File: config.mk
export PLATFORM = sky130hd
export DESIGN_NAME = mp_add_sequencer
export DESIGN_NICKNAME = d
export VERILOG_FILES = /design/src/rtl/mp_add_sequencer.sv
export SDC_FILE = /design/constraint.sdc
export NUM_CORES = 1
export LEC_CHECK = 0
export CORE_MARGIN = 2
export CORE_UTILIZATION = 35
export CTS_CLUSTER_SIZE = 30
export DETAILED_ROUTE_END_ITERATION = 10
export PLACE_DENSITY = 0.85
export SLEW_MARGIN = 0
export SYNTH_ARGS = -nofsm -noshare
export SYNTH_HDL_FRONTEND = slang
export SYNTH_SLANG_ARGS = --single-unit
File: constraint.sdc
create_clock -name clk -period 2.8 [get_ports clk]
set_input_delay 0.7 -clock clk [delete_from_list [all_inputs] [get_ports clk]]
set_output_delay 0.7 -clock clk [all_outputs]
set_load 0.02 [all_outputs]
File: src/rtl/mp_add_sequencer.sv
// Word-serial multiprecision add/subtract sequencer driving an external WIDTH-bit adder.
// The carry is chained between words, and the final word reports carry-out and signed overflow.
module mp_add_sequencer #(
    parameter int unsigned WIDTH = 32,
    parameter int unsigned WORDS = 4
) (
    input  logic             clk,
    input  logic             rst_n,
    input  logic             cmd_valid,
    output logic             cmd_ready,
    input  logic             cmd_sub,
    input  logic             abort,
    input  logic             in_valid,
    output logic             in_ready,
    input  logic [WIDTH-1:0] in_a,
    input  logic [WIDTH-1:0] in_b,
    output logic             out_valid,
    input  logic             out_ready,
    output logic [WIDTH-1:0] out_sum,
    output logic             out_last,
    output logic             out_cout,
    output logic             out_ovf,
    output logic [WIDTH-1:0] adder_a,
    output logic [WIDTH-1:0] adder_b,
    output logic             adder_cin,
    input  logic [WIDTH-1:0] adder_sum,
    input  logic             adder_cout
);

    localparam int unsigned CW  = (WORDS > 1) ? $clog2(WORDS) : 1;
    localparam int unsigned MSB = WIDTH - 1;

    typedef enum logic [1:0] {
        S_IDLE  = 2'd0,
        S_RUN   = 2'd1,
        S_DRAIN = 2'd2
    } state_e;

    state_e            state_q, state_d;
    logic              sub_q, sub_d;
    logic              carry_q, carry_d;
    logic [CW-1:0]     count_q, count_d;
    logic              out_valid_q, out_valid_d;
    logic [WIDTH-1:0]  out_sum_q, out_sum_d;
    logic              out_last_q, out_last_d;
    logic              out_cout_q, out_cout_d;
    logic              out_ovf_q, out_ovf_d;
    logic              in_fire;
    logic              last_word;

    // State register and output register
    always_ff @(posedge clk or negedge rst_n) begin
        if (!rst_n) begin
            state_q     <= S_IDLE;
            sub_q       <= 1'b0;
            carry_q     <= 1'b0;
            count_q     <= '0;
            out_valid_q <= 1'b0;
            out_sum_q   <= '0;
            out_last_q  <= 1'b0;
            out_cout_q  <= 1'b0;
            out_ovf_q   <= 1'b0;
        end else begin
            state_q     <= state_d;
            sub_q       <= sub_d;
            carry_q     <= carry_d;
            count_q     <= count_d;
            out_valid_q <= out_valid_d;
            out_sum_q   <= out_sum_d;
            out_last_q  <= out_last_d;
            out_cout_q  <= out_cout_d;
            out_ovf_q   <= out_ovf_d;
        end
    end

    // Next-state, handshakes and adder drive
    always_comb begin
        state_d     = state_q;
        sub_d       = sub_q;
        carry_d     = carry_q;
        count_d     = count_q;
        out_valid_d = out_valid_q & ~out_ready;
        out_sum_d   = out_sum_q;
        out_last_d  = out_last_q;
        out_cout_d  = out_cout_q;
        out_ovf_d   = out_ovf_q;
        cmd_ready   = 1'b0;
        in_ready    = 1'b0;
        adder_a     = '0;
        adder_b     = '0;
        adder_cin   = 1'b0;

        if (state_q == S_RUN) begin
            adder_a   = in_a;
            adder_b   = sub_q ? ~in_b : in_b;
            adder_cin = carry_q;
            in_ready  = ~out_valid_q | out_ready;
        end
        in_fire   = in_valid & in_ready;
        last_word = (count_q == CW'(WORDS - 1));

        unique case (state_q)
            S_IDLE: begin
                cmd_ready = 1'b1;
                if (cmd_valid) begin
                    sub_d   = cmd_sub;
                    carry_d = cmd_sub;
                    count_d = '0;
                    state_d = S_RUN;
                end
            end
            S_RUN: begin
                if (in_fire) begin
                    out_sum_d   = adder_sum;
                    out_valid_d = 1'b1;
                    out_last_d  = last_word;
                    carry_d     = adder_cout;
                    if (last_word) begin
                        count_d    = '0;
                        out_cout_d = adder_cout;
                        out_ovf_d  = (in_a[MSB] == adder_b[MSB]) & (adder_sum[MSB] != in_a[MSB]);
                        state_d    = S_DRAIN;
                    end else begin
                        count_d = count_q + 1'b1;
                    end
                end
            end
            S_DRAIN: begin
                if (out_valid_q && out_ready && out_last_q) begin
                    state_d = S_IDLE;
                end
            end
            default: state_d = S_IDLE;
        endcase

        // Abort overrides everything, including a same-cycle input handshake
        if (abort) begin
            state_d     = S_IDLE;
            out_valid_d = 1'b0;
            out_last_d  = 1'b0;
            carry_d     = 1'b0;
            count_d     = '0;
        end
    end

    assign out_valid = out_valid_q;
    assign out_sum   = out_sum_q;
    assign out_last  = out_last_q;
    assign out_cout  = out_cout_q;
    assign out_ovf   = out_ovf_q;

endmodule

==> impl_metrics.yaml <==
timing:
  timing.fmax_ghz: 0.367
  hold_viol: 0
  slew_headroom_pct: 38.1
  fin_setup_tns_ns: 0
  post-route-min-period_ns: 2.73
  rsz0062_at_grt: "false"
  worst_pin_slew_ns: 0.929
  setup_viol_count_final: 0
  slew_viol_final: 0
  timing.final.crit_share_pct: 97.3
  fin_worst_skew_ns: 0.00776
  worst_slack_ns: 0.0744
setup_path:
  critPathRequiredTime_ns: 2.10
  worstPathArrival_ns: 2.03
  r2r_end: "out_sum[19]"
  critPathKind: "primary input to output pin"
  rr_worst_depth: 4
  crit_fanout: 1
  endpoint_kind: "output pin"
  crit_path_start: "in_b[4]"
  r2r_start: "state_q[1]"
  ff2ff_setup_slack_ns: 0.88
  startpoint_type: "primary input"
finish:
  multi_input_area_um2: 1320
  antenna_cells: 0
  register_area_um2: 1050
  post_route_cells_drive_above_1_share_pct: 12.0
  num-fill-cells: 540
  areaGrowthSynthToFinish_pct: 91.4
  nNetsFinal: 536
route:
  drc: 0
  routed_wl_mm: 8.22
  vias: 2369
  via_per_inst: 4.49
  wl_per_cell_um: 15.6
  drt_iter0_drc: 55
  dr.pass1.iters: 4
  drtAntennaViolNets: 0
status:
  status: "completed"
die:
  die_x_um: 87.9
  placeableCoreArea_um2: 6790
  initial_utilization_pct: 36.3
  io_pins: 207
  fp.dieH_um: 87.9
  rows: 30
  dieArea_um2: 7730
pwr:
  pwr-share-comb_pct: 47.9
  vdd_drop_max_mv: 0.406
  clock_power_share_pct: 19.4
  powerDensity_nw_per_um2: 508
  intPower_w: 0.00163
  switchingPower_w: 0.000762
  sw_frac_of_total_pct: 31.8
  leakagePower_nw: 1.96
  p_seq_share_pct: 32.7
clock_network:
  clk_latency_ns: 0.29
  post_cts_buffers: 0
  clock-root-buffer: "clkbuf_8"
  clkTransAtPathRegs_ns: 0.08
  cts_buffer_depth: 2
  cts.repair.resized: 0
  cts_hold_buf: 0
  cts-htree-levels: 2
  cts_tree: "yes"
  cts_buffers: 5
  clkSinkCount: 42
hold_path:
  min-delay-start: "out_sum[31]"
  hold_path_end: "out_sum[31]"
  hp-class: "flop to flop"
  hold_depth: 2
synthesis:
  synth_edf_count: 0
  ys_ff_latch: 42
  syn_nets: 333
  avgSynthCellArea_um2: 10.8
  synthCells: 228
  async_reset_ff_share_pct: 100
  yosysMostFrequentCell: "dfrtp_1"
  synthDistinctLibCells: 28
  synth_top_area_cell: "dfrtp_1"
  synthFlopType: "dfrtp_1"
  yosysWarnings: 0
  yosys-top-cells-count: "dfrtp_1, nor2_1, and2_1, xnor2_1, mux2_4"
  synthTopCellsByArea: "dfrtp_1, mux2_4, xnor2_1"
  synth_top_area_share_pct: 42.6
  synth_area_um2: 2460
  ys_seq_area_share_pct: 42.6
job:
  cap_violations: 0
global_routing:
  grt_overflow: 0
  grt_pass1_wl_mm: 12.0
  grt_usage_pct: 20.2
  grt_max_degree: 43
  antenna_found_initial: 0
  grt_pass1_vias: 2346
placed_design:
  port_buffers: 206
  place.gp.congestion: 0.883
  pre_cts_ws_ns: 0.0841
  dp_hpwl_mm: 6.56
cell usage in the layout (no fill, tap or decap), types with 2 or more instances in the layout:
master	instances
clkdlybuf4s50_1	205
dfrtp_1	41
nor2_1	38
xnor2_1	32
and2_1	32
mux2_4	26
mux2_2	10
a21oi_1	5
nand2_1	5
clkbuf_8	5
inv_1	4
buf_4	3
nand2b_1	2
nor2b_1	2
o21ai_0	2
a31oi_1	2
layout make-up:
| type | instances | share of cell area (%) |
|---|---|---|
| clock buffers | 6 | 1.54 |
| clock inverters | 2 | 0.796 |
| inverters | 4 | 0.318 |
| multi-input cells | 168 | 28.0 |
| flip-flops and latches | 42 | 22.3 |
| well taps | 96 | 2.55 |
| repair buffers | 210 | 44.5 |
sequential cells by signal (all words and copies together), names as in the netlist:
| signal | flops |
|---|---|
| out_sum | 32 |
| count_q | 2 |
| state_q | 2 |
| carry_q | 1 |
| out_cout | 1 |
| out_last | 1 |
| out_ovf | 1 |
| out_valid | 1 |
| sub_q | 1 |
worst max-delay path, cell delays in order:
cell and delay [ns]:
clkdlybuf4s50_1 0.43, xnor2_1 0.15, nor2_1 0.12, clkdlybuf4s50_1 0.62
power groups by stage:
| stage | registers, W | clock network (W) | logic (W) |
|---|---|---|---|
| after floorplan | 0.000915 | 0 | 0.000449 |
| after global placement | 0.000785 | 0 | 0.00113 |
| after detailed placement | 0.000793 | 0 | 0.00115 |
| after CTS | 0.000784 | 0.000481 | 0.00116 |
| after global routing | 0.000798 | 0.000503 | 0.00121 |
| final | 0.000784 | 0.000464 | 0.00115 |
kinds of logic after synthesis:
family	Yosys count	synth area share [%]
buffers and inverters	19	4.16
XOR/XNOR	32	11.4
adder cells (fa/ha/maj)	1	0.508
multiplexers	36	20.4
AO/OA/AOI/OAI	13	3.15
AND/OR/NAND/NOR	85	17.8
flip-flops	42	42.6
routing by layer:
metal / global-route usage, % / vias up / share of wire, %
met5: 0 / - / 0
met4: 6.29 / 0 / 2.3
met3: 5.47 / 16 / 7.0
met2: 35.7 / 104 / 51
met1: 23.7 / 1109 / 40
li1: - / 1140 / -
through the flow:
| step | hold slack (ns) | instance area (µm²) | util [%] | cells | total power (W) |
|---|---|---|---|---|---|
| global route | 0.515 | 4720 | 69.4 | 528 | 0.00251 |
| CTS | 0.494 | 4710 | 69.3 | 527 | 0.00242 |
| finish | 0.490 | 4720 | 69.4 | 528 | 0.00239 |
| detailed placement | 0.474 | 4600 | 67.7 | 519 | 0.00194 |
| global placement | 0.470 | 4600 | 67.7 | 519 | 0.00192 |
| floorplan | 0.404 | 2460 | - | 228 | 0.00136 |
how the worst max path moves through the flow:
| stage | depth (start not counted) | slack (ns) | to |
|---|---|---|---|
| after floorplan | 4 | 0.90 | adder_b[10] |
| after global placement | 4 | 0.10 | in_ready |
| after detailed placement | 4 | 0.08 | in_ready |
| after CTS | 3 | 0.03 | adder_a[31] |
| after global routing | 4 | 0.0008 | adder_b[31] |
| final | 4 | 0.07 | adder_b[4] |
Power figures use the tool's default switching activity.
